## config.mk

```make
export PLATFORM = sky130hd
export DESIGN_NAME = alu_sequencer
export DESIGN_NICKNAME = d
export VERILOG_FILES = /design/src/rtl/alu_seq_pkg.sv /design/src/rtl/alu_sequencer.sv
export SDC_FILE = /design/constraint.sdc
export NUM_CORES = 1
export LEC_CHECK = 0
export BUFFER_PORTS_ARGS = -buffer_cell sky130_fd_sc_hd__buf_4
export CAP_MARGIN = 40
export CORE_UTILIZATION = 32
export CTS_BUF_LIST = sky130_fd_sc_hd__clkbuf_8
export DETAILED_ROUTE_END_ITERATION = 6
export SLEW_MARGIN = 20
export SYNTH_ARGS = -nofsm -noshare
export SYNTH_HDL_FRONTEND = slang
export SYNTH_SLANG_ARGS = --single-unit
```

## constraint.sdc

```tcl
create_clock -name clk_i -period 1.55 [get_ports clk_i]
set_input_delay 0.155 -clock clk_i [delete_from_list [all_inputs] [get_ports clk_i]]
set_output_delay 0.155 -clock clk_i [all_outputs]
set_load 0.05 [all_outputs]
```

## src/rtl/alu_seq_pkg.sv

```systemverilog
// Shared encodings for the ALU sequencer: FSM state codes, operation codes and
// the select/carry-in values driven to the external adder/subtractor.
package alu_seq_pkg;

  // FSM state codes, also shown on the LED display
  localparam logic [2:0] ST_IDLE  = 3'd0;
  localparam logic [2:0] ST_GOT_A = 3'd1;
  localparam logic [2:0] ST_GOT_B = 3'd2;
  localparam logic [2:0] ST_EXEC  = 3'd3;
  localparam logic [2:0] ST_SHOW  = 3'd4;

  // Operation codes as presented on OP
  localparam logic [1:0] OP_ADD     = 2'b00;
  localparam logic [1:0] OP_ADC     = 2'b01;
  localparam logic [1:0] OP_SUB     = 2'b10;
  localparam logic [1:0] OP_ADD_ALT = 2'b11;

  // Datapath mux selects
  localparam logic [1:0] SEL_IDLE = 2'b00;
  localparam logic [1:0] SEL_ADD  = 2'b01;
  localparam logic [1:0] SEL_SUB  = 2'b10;

  // Datapath select for a latched operation
  function automatic logic [1:0] op_sel(input logic [1:0] op);
    logic [1:0] sel;
    case (op)
      OP_ADD, OP_ADC, OP_ADD_ALT: sel = SEL_ADD;
      OP_SUB:                     sel = SEL_SUB;
      default:                    sel = SEL_IDLE;
    endcase
    return sel;
  endfunction

  // Carry-in for a latched operation; only the add-with-carry form sets it
  function automatic logic op_cin(input logic [1:0] op);
    return (op == OP_ADC);
  endfunction

endpackage

```

## src/rtl/alu_sequencer.sv

```systemverilog
// Sequencer for a shared external 4-bit adder/subtractor. Collects two operand
// nibbles from switches, fires one datapath cycle, and registers the result.
module alu_sequencer
  import alu_seq_pkg::*;
(
  input  logic       clk_i,
  input  logic       rst_i,
  input  logic [3:0] din_i,
  input  logic       load_i,
  input  logic [1:0] op_i,
  input  logic       chain_i,
  input  logic       clr_i,
  input  logic [3:0] dp_s_i,
  input  logic       dp_cout_i,
  output logic [3:0] dp_a_o,
  output logic [3:0] dp_b_o,
  output logic       dp_cin_o,
  output logic [1:0] dp_sel_o,
  output logic [3:0] result_o,
  output logic       cout_reg_o,
  output logic       done_o,
  output logic       busy_o,
  output logic [2:0] state_o,
  output logic [7:0] ops_cnt_o
);

  logic [2:0] state_q, state_d;
  logic [3:0] a_q, a_d;
  logic [3:0] b_q, b_d;
  logic [1:0] op_q, op_d;
  logic [3:0] result_q, result_d;
  logic       cout_q, cout_d;
  logic       done_q, done_d;
  logic [7:0] ops_cnt_q, ops_cnt_d;

  // Next-state, operand capture and result sampling
  always_comb begin
    state_d   = state_q;
    a_d       = a_q;
    b_d       = b_q;
    op_d      = op_q;
    result_d  = result_q;
    cout_d    = cout_q;
    done_d    = 1'b0;
    ops_cnt_d = ops_cnt_q;

    if (clr_i) begin
      // Abort wins over everything, including an EXEC in flight
      state_d = ST_IDLE;
      a_d     = '0;
      b_d     = '0;
    end else begin
      case (state_q)
        ST_IDLE: begin
          if (load_i) begin
            a_d     = din_i;
            state_d = ST_GOT_A;
          end
        end
        ST_GOT_A: begin
          if (load_i) begin
            b_d     = din_i;
            op_d    = op_i;
            state_d = ST_GOT_B;
          end
        end
        ST_GOT_B: begin
          state_d = ST_EXEC;
        end
        ST_EXEC: begin
          result_d  = dp_s_i;
          cout_d    = dp_cout_i;
          ops_cnt_d = ops_cnt_q + 8'd1;
          done_d    = 1'b1;
          state_d   = ST_SHOW;
        end
        ST_SHOW: begin
          if (load_i) begin
            if (chain_i) begin
              // Previous result becomes A; this nibble is B, skip GOT_A
              a_d     = result_q;
              b_d     = din_i;
              op_d    = op_i;
              state_d = ST_GOT_B;
            end else begin
              a_d     = din_i;
              state_d = ST_GOT_A;
            end
          end
        end
        default: begin
          state_d = ST_IDLE;
        end
      endcase
    end
  end

  // State and datapath registers with asynchronous reset
  always_ff @(posedge clk_i or posedge rst_i) begin
    if (rst_i) begin
      state_q   <= ST_IDLE;
      a_q       <= '0;
      b_q       <= '0;
      op_q      <= OP_ADD;
      result_q  <= '0;
      cout_q    <= 1'b0;
      done_q    <= 1'b0;
      ops_cnt_q <= '0;
    end else begin
      state_q   <= state_d;
      a_q       <= a_d;
      b_q       <= b_d;
      op_q      <= op_d;
      result_q  <= result_d;
      cout_q    <= cout_d;
      done_q    <= done_d;
      ops_cnt_q <= ops_cnt_d;
    end
  end

  // Datapath controls are only live during EXEC
  always_comb begin
    dp_sel_o = SEL_IDLE;
    dp_cin_o = 1'b0;
    if (state_q == ST_EXEC) begin
      dp_sel_o = op_sel(op_q);
      dp_cin_o = op_cin(op_q);
    end
  end

  // Status outputs
  always_comb begin
    busy_o = (state_q == ST_GOT_A) || (state_q == ST_GOT_B) || (state_q == ST_EXEC);
  end

  assign dp_a_o     = a_q;
  assign dp_b_o     = b_q;
  assign result_o   = result_q;
  assign cout_reg_o = cout_q;
  assign done_o     = done_q;
  assign state_o    = state_q;
  assign ops_cnt_o  = ops_cnt_q;

endmodule

```

; Yosys cells after proc, flatten, opt, wreduce, memory -nomap -nowiden
; Cells that the tools add are included.
[word_totals]
inputBits = 16
memories = 0
wordCells = 61
latchBits = 0
ramBits = 0
regBits = 27
mem_bits_ro = 0
[classes]
mux = 24
bitwise = 1
magnitude_cmp = 0
n_addsub = 1
n_eq_ne = 14
reduce_logical = 13
n_mul = 0
div_mod_pow = 0
shifts = 0
[op_table]
columns = op, count
row1 = 2-to-1 mux 4 bit, 7
row2 = case mux 4 bit (2 select lines), 2
row3 = case mux 3 bit (5 select lines), 1
row4 = 2-to-1 mux 3 bit, 4
row5 = "!= test 3 bit, second input constant", 4
row6 = 2-to-1 mux 2 bit, 5
row7 = "adder 8 x 1 -> 8 bit, second input constant", 1
row8 = case mux 2 bit (2 select lines), 2
row9 = "== test 3 x 2 -> 1 bit, second input constant", 2
row10 = "!= test 2 bit, second input constant", 3
row11 = AND reduction 3 bit, 2
row12 = nonzero test 3 bit, 2
row13 = AND reduction 5 bit, 1
row14 = "== test 2 bit, second input constant", 2
row15 = AND reduction 4 bit, 1
row16 = "== test 3 x 1 -> 1 bit, second input constant", 1
row17 = "== test 3 bit, second input constant", 1
row18 = zero test 3 bit, 1
row19 = 2-to-1 mux 1 bit, 3
row20 = OR reduction 3 bit, 1
row21 = "== test 2 x 1 -> 1 bit, second input constant", 1
row22 = zero test 2 bit, 1
row23 = logical OR 1 bit, 2
row24 = AND reduction 2 bit, 1
row25 = 2 further kinds, 2

; Longest topological paths before layout
; Gate-level depths: netlist of the first run.
[logic_depth]
ltp_word = 4
ltp_mapped = 5
ltp_nobuf = 4

; Worst setup path after synthesis of the first run
; Ideal clock, no wire load.
[synth_timing]
kind = register to output
from = register state_q[0] (netlist: state_o[0])
to = output dp_sel_o[1]
t_required_ns = 1.395
arrival_time_ns = 2.196
stages_incl_launch_ff = 4
setup_slack_ns = -0.801
cell_sequence = dfrtp_1 -> buf_4 -> nand3b_4 -> nor3b_1
[synth_via]
elab_chain_len = 2
[synth_lines]
columns = item, line_no
row1 = "start, declared", alu_sequencer.sv:27  ; logic [2:0] state_q, state_d;
row2 = "start signal, assigned", alu_sequencer.sv:110  ; state_q <= state_d;
row3 = == test 3 x 2 -> 1 bit, alu_sequencer.sv:125  ; if (state_q == ST_EXEC) begin
row4 = 2-to-1 mux 2 bit, alu_sequencer.sv:125
row5 = "end, declared", alu_sequencer.sv:18  ; output logic [1:0] dp_sel_o,
; No other way between the ends.

; Worst setup path in the final report of the first run
[layout_timing]
from = register state_q[0] (netlist: state_o[0])
to = register op_q[1]
[layout_via]
elab_chain_len = 3
word_cells_on_any_way = 8
cone_classes = eq/ne (5) / mux (1) / reduce/logical (2)
[layout_lines]
columns = item, line_no
row1 = == test 3 bit / == test 3 x 1 -> 1 bit (equally long branches), alu_sequencer.sv:53  ; case (state_q)
row2 = != test 2 bit (no source line) / nonzero test 2 bit (equally long branches), --
row3 = AND reduction 5 bit (no source line), --
row4 = "end signal, assigned", alu_sequencer.sv:113  ; op_q <= op_d;
row5 = "end, declared", alu_sequencer.sv:30  ; logic [1:0] op_q, op_d;
; Several ways; a longest one is shown, not always the timed one.
; A chain may end at the register's enable or synchronous reset.

==> run_results.csv, run 1 <==
group,metric,value,unit
logic_synthesis,synth_area_leaders,"dfrtp_1 (51%), mux2i_1 (6.0%), mux2_2 (5.9%), nand2_1 (3.4%), nor4_2 (2.8%)",
placed_design,port_buffers,44,
logic_synthesis,syn_area_per_cell,11.8,µm²
route,drt_first_pass_iters,3,
setup_path,critical_path.endpoint_type,"flop",
logic_synthesis,yosys_warnings,0,
logic_synthesis,syn-num-nets,130,
floorplanning,dieHeight,66.7,µm
logic_synthesis,netlist_top_cells_count,"dfrtp_1 (27), nand2_1 (12), mux2i_1 (8)",
logic_synthesis,synthFlopType,"dfrtp_1",
grt,grt.total_usage,0.148,
grt,overflow,0,
floorplanning,start_util,0.334,
clocking,htreeDepth,1,
logic_synthesis,seq_area_frac_synth,0.505,
layout,drive_gt1_frac,0.538,
clocking,cts_sinks,27,
placed_design,placed_cells,207,
floorplanning,core,0.00400,mm²
timing,holdWs,98.6,ps
route,num_vias,1082,
route,vias_per_cell,4.94,
logic_synthesis,syn_inst,113,
timing,period_share,0.961,
grt,grt_pass1_vias,1081,
route,drt-wirelength-per-cell,13.6,µm
logic_synthesis,synth-seq-cells,27,
timing,worstMarginPinSlew,336,ps
setup_path,worstPathRequired,1720,ps
timing,setup_violations,0,
timing,rsz0062_at_grt,"yes",
layout,fin_cells,219,
layout,antenna_cells,0,
layout,area_delta_synth_final,44.6,%
timing,fin_skew,4.15,ps
timing,max-slew-margin-rel,0.776,
logic_synthesis,yosysTopAreaCellShare,0.505,
route,route.final.wire_length,2980,µm
timing,slew_viol_final,0,
logic_synthesis,synth_cell_types,36,
floorplanning,die_area,0.00444,mm²
setup_path,critical_path_class,"reg -> reg",
clocking,clock-root-buffer,"clkbuf_8",
grt,grt_max_degree,28,
setup_path,crit_fanout,3,
min_path,hold_path_class,"in -> reg",
floorplanning,die_w,66.7,µm
clocking,cts_max_path_buffers,2,
clocking,cts_tree,"built",
clocking,worstSkewPairLatency,280,ps
setup_path,arrival,1660,ps
job,maxCapViolCount,0,
logic_synthesis,synth.most_common_cell,"dfrtp_1",
floorplanning,rows,23,
clocking,clk_pin_slew,90,ps
logic_synthesis,synth_area_leader_cell,"dfrtp_1",
setup_path,start_kind,"flop",
clocking,cts_buffers,3,
placed_design,gp_congestion,0.754,
power_and_ir_drop,p_leak,0.941,nW
power_and_ir_drop,p_total,2.20,mW
timing,max_freq,0.671,GHz
logic_synthesis,synthArstFlopShare,1.00,
logic_synthesis,synth-edff-count,0,
timing,finalHoldViolCount,0,
power_and_ir_drop,irDropWorstVdd,0.598,mV
grt,antenna_found_initial,0,
power_and_ir_drop,p_per_area,1130,mW/mm²
layout,layout.nets,187,
status,outcome,"complete, no violations",
route,drt_iter0_drc,29,
placed_design,dp_hpwl,2190,µm
timing,finalWorstPathRequiredPeriod,1490,ps
layout,n_fill_cell,374,
grt,grt_pass1_wl,5020,µm
logic_synthesis,synth_area,0.00134,mm²
route,drc,0,
route,ant_nets,0,
floorplanning,ioPinCount,45,
==> state kept, by name (all words and copies together) (netlist names) <==
signal,count
done_o,1
ops_cnt_o,8
op_q,2
state_o,3
dp_b_o,4
result_o,4
dp_a_o,4
cout_reg_o,1
==> routing by layer <==
metal / share of wire / vias to the layer above / GRT usage
met1: 0.43 / 540 / 0.187
met4: 0.0084 / 0 / 0.0479
li1: - / 511 / -
met3: 0.044 / 3 / 0.0223
met5: 0 / - / 0
met2: 0.52 / 28 / 0.256
==> power breakdown <==
group / leakage, nW / switching (mW) / internal (mW)
combinational: 0.565 / 0.542 / 0.312
sequential: 0.349 / 0.124 / 0.815
clock: 0.0269 / 0.223 / 0.178
total: 0.941 / 0.890 / 1.31
==> repair_timing <==
item,in CTS,in global routing
buffers inserted,5,2
hold endpoints to repair,27,0
gates resized for setup,2,9
endpoints found under the setup margin,3,8
hold buffers,1,0
pin swaps,0,2
==> worst paths after layout <==
path	from	end	slack [ps]	cells after the start
setup / recovery	state_o[0]$_DFFE_PP0P_	op_q[1]$_DFFE_PP0P_	60	5
hold / removal	op_i[0]	op_q[0]$_DFFE_PP0P_	100	2
setup reg to reg	state_o[0]$_DFFE_PP0P_	op_q[1]$_DFFE_PP0P_	60	5
hold reg to reg	ops_cnt_o[7]$_DFFE_PP0P_	ops_cnt_o[7]$_DFFE_PP0P_	480	1
max in group asynchronous	rst_i	state_o[2]$_DFFE_PP0P_	900	4
min in group asynchronous	rst_i	ops_cnt_o[7]$_DFFE_PP0P_	480	4
==> placed cells by master (no fill, tap or decap), drive strengths merged, types with 4 or more instances in the layout <==
master	count
nor3b	4
mux2	8
nor2	7
buf	57
xor2	4
nand2	12
mux2i	8
a21oi	4
dfrtp	27
a211oi	4
==> worst max-delay path, stage by stage, from the launching register on <==
cell	delay (ps)
dfrtp_2	410
buf_4	150
buf_4	140
and2b_4	160
o211ai_2	170
mux2_2	350
==> metrics by stage <==
step                TNS [ps]  cell area, µm²  setup WS [ps]  utilization
CTS                        0            1880           13.0        0.469
global placement           0            1780            152        0.444
floorplan              -4.34            1370          -4.34            -
detailed placement         0            1780            117        0.444
finish                     0            1930           59.8        0.484
global route           -18.8            1930          -18.8        0.484
==> kinds of logic after synthesis <==
kind of cell | share of synthesized area
xor+xnor | 0.0458
simple gates | 0.201
fa+ha+maj | 0.00935
buf+inv | 0.0421
mux | 0.127
flops | 0.505
compound gates | 0.0692
==> area by class of cell <==
cell class                 count  area [µm²]  area share
clock buffer                   3        41.3      0.0213
timing repair buffer          58         465       0.241
inverter                       3        11.3     0.00582
multi-input combinational     77         671       0.347
clock inverter                 1        3.75     0.00194
sequential                    27         679       0.351
tap                           50        62.6      0.0323
Power figures use the tool's default switching activity.
==> run 2: changes to the inputs <==
- clock period: 1.55 -> 1.8 ns (I/O delays scaled with it)
==> run 2 against run 1 <==
- sequential share of layout area grew 3.1 points
- clock skew is essentially flat
- sequential power shrank 14%
- worst setup slack gained 110 ps
- register-to-register slack gained 210 ps
- worst hold slack gained 27 ps
- routed wire length shrank 4.3%
- combinational power shrank 21%
- flip-flop and latch count is the same
- core utilization shrank 4.1 points
- largest cell class unchanged
==> run_results.csv, run 2 (synthesis results as in run 1) <==
group,metric,value,unit
status,outcome,"complete, no violations",
placed_design,port_buffers,44,
min_path,min_from,"op_i[0]",
grt,antenna_found_initial,0,
clocking,clk_pin_slew,90,ps
floorplanning,die_area,0.00444,mm²
setup_path,crit_fanout,12,
grt,grt.total_usage,0.143,
min_path,whs_path_depth,2,
placed_design,dp_hpwl,2100,µm
route,ant_nets,0,
layout,layout_commonest_cell,"buf_4",
clocking,cts_tree,"built",
clocking,cts_sinks,27,
floorplanning,rows,23,
timing,final.setup.tns,0,ps
layout,final_cell_mix,"buf_4 (46), dfrtp_1 (26), nand2_1 (12)",
timing,rsz0062_at_grt,"no",
grt,grt_pass1_vias,1028,
min_path,hold_path_class,"in -> reg",
setup_path,r2r-end,"dp_a_o[3]$_DFFE_PP0P_",
route,drt_first_pass_iters,2,
timing,worstMarginPinSlew,475,ps
min_path,min_to,"op_q[0]$_DFFE_PP0P_",
placed_design,dpl_cell_area,0.00171,mm²
timing,setup_violations,0,
clocking,postCtsSetupBuffers,0,
floorplanning,die_w,66.7,µm
clocking,clock-root-buffer,"clkbuf_8",
route,route.final.wire_length,2860,µm
timing,finalWorstPathRequiredPeriod,1630,ps
power_and_ir_drop,irDropWorstVdd,0.487,mV
placed_design,gp_congestion,0.755,
power_and_ir_drop,p_leak,0.860,nW
timing,finalHoldViolCount,0,
timing,max_freq,0.613,GHz
setup_path,worstPathRequired,1620,ps
layout,largest_reg_flops,8,
floorplanning,core,0.00400,mm²
layout,fin_util,0.443,
clocking,cts_buffers,3,
layout,area_delta_synth_final,32.4,%
grt,overflow,0,
route,drt_iter0_drc,15,
setup_path,rrSetupSlack,270,ps
layout,drive_gt1_frac,0.449,
floorplanning,ioPinCount,45,
floorplanning,dieHeight,66.7,µm
grt,grt_max_degree,28,
grt,grt_pass1_wl,4660,µm
setup_path,start_kind,"flop",
job,maxCapViolCount,0,
route,num_vias,995,
clocking,worstSkewPairLatency,270,ps
floorplanning,start_util,0.334,
layout,layout.nets,176,
clocking,cts_max_path_buffers,2,
power_and_ir_drop,p_total,1.83,mW
route,drc,0,
route,vias_per_cell,4.78,
timing,slew_viol_final,0,
timing,fin_skew,3.84,ps
layout,antenna_cells,0,
setup_path,arrival,1450,ps
setup_path,critical_path_class,"reg -> out",
timing,max-slew-margin-rel,0.682,
setup_path,r2r_cells,4,
setup_path,rr_startpoint,"state_o[1]$_DFFE_PP0P_",
clocking,htreeDepth,1,
setup_path,critical_path.endpoint_type,"primary output",
route,drt-wirelength-per-cell,13.7,µm
layout,fin_area,0.00177,mm²
timing,period_share,0.906,
power_and_ir_drop,p_per_area,1030,mW/mm²
-- run 2: worst max-delay path by stage --
| stage | start | endpoint | slack, ps | depth (start not counted) |
|---|---|---|---|---|
| global route | state_o[1]$_DFFE_PP0P_ | dp_sel_o[1] | 60 | 3 |
| floorplan | state_o[0]$_DFFE_PP0P_ | dp_sel_o[1] | -90 | 3 |
| CTS | state_o[0]$_DFFE_PP0P_ | dp_sel_o[1] | 80 | 3 |
| global placement | state_o[0]$_DFFE_PP0P_ | dp_a_o[2]$_DFFE_PP0P_ | 310 | 4 |
| detailed placement | state_o[0]$_DFFE_PP0P_ | op_q[1]$_DFFE_PP0P_ | 270 | 3 |
| finish | state_o[1]$_DFFE_PP0P_ | dp_sel_o[1] | 170 | 3 |
-- run 2: metal layers --
layer / wire length [µm] / global-route usage / vias up
met4: 20 / 0.0638 / 0
met1: 1160 / 0.165 / 485
met3: 119 / 0.0257 / 2
met5: 0 / 0 / -
li1: - / - / 486
met2: 1550 / 0.253 / 22
-- run 2: stage by stage --
stage                     hold WS (ps)  setup slack, ps  std cells
after floorplan                    233            -94.2        113
after global placement             266              307        203
after detailed placement           275              270        203
after CTS                          124             82.9        208
after global routing               123             57.0        208
final                              126              169        208
-- run 2: final cells by class --
type                    count  area (µm²)
fillers                   383        2230
flip-flops and latches     27         677
multi-input cells          77         619
repair buffers             47         355
well taps                  50        62.6
clock buffers               3        41.3
inverters                   3        11.3
clock inverters             1        3.75
-- run 2: power by group --
group | internal, mW | switching (mW) | total [mW]
Clock | 0.153 | 0.189 | 0.342
Sequential | 0.702 | 0.111 | 0.813
Combinational | 0.235 | 0.439 | 0.674
-- run 2: what timing repair did --
item,CTS,global route
setup endpoints to repair,0,2
resized for setup,0,1
hold buffers,1,0
hold endpoints to repair,27,0
-- run 2: worst max-delay path, stage by stage, from the launching register on --
cell	delay (ps)
dfrtp_1	590
nand3b_4	190
nor3b_2	180
buf_4	210
==> run 3: changes to the inputs <==
- clock period: 1.8 -> 1.9 ns (I/O delays scaled with it)
==> run 3 against run 2 <==
- via count is 1.0% lower
- worst setup slack better by 7.3 ps
- routed wire length fell by 3.7%
- clock power down 4%
- sequential power down 5.5%
- global-route usage decreased by 0.55 points
- critical path type unchanged
- largest power group unchanged
- highest routed layer unchanged
- clock-buffer cell count is the same
- total power shrank 5.4%
- clock skew about the same
- register-to-register slack gained 60 ps
- worst hold slack gained 9.8 ps
- flip-flop and latch count stayed put
- critical endpoint unchanged
==> run_results.csv, run 3 (synthesis results as in run 1) <==
group,metric,value,unit
floorplanning,ioPinCount,45,
layout,fin_util,0.443,
layout,area_delta_synth_final,32.6,%
floorplanning,die_w,66.7,µm
min_path,hold_path_class,"in -> reg",
timing,fin_skew,3.34,ps
timing,setup_violations,0,
clocking,cts_max_path_buffers,2,
placed_design,placed_cells,203,
setup_path,crit_fanout,14,
floorplanning,dieHeight,66.7,µm
timing,finalHoldViolCount,0,
clocking,clk_pin_slew,90,ps
status,outcome,"complete, no violations",
route,drt_first_pass_iters,4,
grt,antenna_found_initial,0,
floorplanning,die_area,0.00444,mm²
clocking,postCtsSetupBuffers,0,
layout,layout.nets,176,
job,maxCapViolCount,0,
timing,period_share,0.907,
timing,max-slew-margin-rel,0.680,
route,vias_per_cell,4.74,
placed_design,port_buffers,44,
clocking,ctsResizeCount,0,
clocking,clock-root-buffer,"clkbuf_8",
route,wl_met3,138,µm
timing,holdWs,136,ps
grt,overflow,0,
timing,rsz0062_at_grt,"no",
setup_path,critical_path_class,"reg -> out",
route,wl_met1,1190,µm
timing,final.setup.tns,0,ps
route,wl_met2,1400,µm
layout,drive_gt1_frac,0.449,
layout,antenna_cells,0,
power_and_ir_drop,irDropWorstVdd,0.664,mV
route,num_vias,985,
layout,fin_cells,208,
timing,finalWorstPathRequiredPeriod,1720,ps
route,drc,0,
route,highest_layer,"met4",
power_and_ir_drop,p_per_area,976,mW/mm²
grt,grt_max_degree,28,
clocking,htreeDepth,1,
placed_design,dp_hpwl,2090,µm
layout,final_cell_mix,"buf_4 (46), dfrtp_1 (27), nand2_1 (12)",
clocking,cts_sinks,27,
layout,layout_commonest_cell,"buf_4",
setup_path,worstPathRequired,1710,ps
route,ant_nets,0,
route,route.final.wire_length,2750,µm
floorplanning,start_util,0.334,
clocking,cts_buffers,3,
setup_path,start_kind,"flop",
clocking,worstSkewPairLatency,270,ps
clocking,cts_tree,"built",
floorplanning,rows,23,
clocking,holdBufCountCts,1,
route,drt_iter0_drc,22,
route,drt-wirelength-per-cell,13.2,µm
placed_design,dpl_cell_area,0.00171,mm²
placed_design,gp_congestion,0.729,
layout,largest_reg_flops,8,
grt,grt_pass1_wl,4550,µm
min_path,whs_path_depth,2,
timing,max_freq,0.580,GHz
setup_path,arrival,1530,ps
grt,grt.total_usage,0.137,
floorplanning,core,0.00400,mm²
layout,fin_area,0.00177,mm²
setup_path,r2r_cells,3,
grt,grt_pass1_vias,981,
timing,slew_viol_final,0,
setup_path,critical_path.endpoint_type,"primary output",
power_and_ir_drop,p_leak,0.856,nW
timing,worstMarginPinSlew,478,ps
## run 3: changes by cell type in the layout (fill, tap and decap cells not counted), sizes merged
cell / previous run / this run
clkinvlp: 0 / 1
inv: 3 / 2
## run 3: final timing paths
check                                            to  slack (ps)                startpoint
max in group asynchronous  ops_cnt_o[0]$_DFFE_PP0P_        1120                     rst_i
setup reg to reg                op_q[1]$_DFFE_PP0P_         330    state_o[0]$_DFFE_PP0P_
setup / recovery                        dp_sel_o[1]         180    state_o[0]$_DFFE_PP0P_
hold reg to reg            ops_cnt_o[7]$_DFFE_PP0P_         480  ops_cnt_o[7]$_DFFE_PP0P_
hold / removal                  op_q[0]$_DFFE_PP0P_         140                   op_i[0]
min in group asynchronous          done_o$_DFF_PP0_         530                     rst_i
## run 3: per-layer routing
| metal | vias to the layer above | GRT usage |
|---|---|---|
| li1 | 484 | - |
| met1 | 477 | 0.168 |
| met2 | 22 | 0.234 |
| met3 | 2 | 0.0257 |
| met4 | 0 | 0.0559 |
| met5 | - | 0 |
## run 3: cell type report
type,count,area [µm²]
fillers,384,2230
clock buffers,3,41.3
clock inverters,1,7.51
multi-input cells,77,619
inverters,3,11.3
well taps,50,62.6
repair buffers,47,355
flip-flops and latches,27,676
## run 3: worst max-delay path, cell delays in order (launching register included)
cell	delay (ps)
dfrtp_1	630
nand3b_4	220
nor3b_2	200
buf_4	220
## run 3: metrics by stage
stage | worst slack, ps | total power, mW
floorplan | -4.15 | 1.21
global placement | 370 | 1.41
detailed placement | 362 | 1.42
CTS | 177 | 1.75
global route | 65.6 | 1.82
finish | 176 | 1.73
## run 3: where the power goes
part	switching, mW	internal [mW]	total (mW)
logic	0.415	0.221	0.636
clock network	0.178	0.149	0.327
registers	0.104	0.664	0.768
total	0.696	1.03	1.73
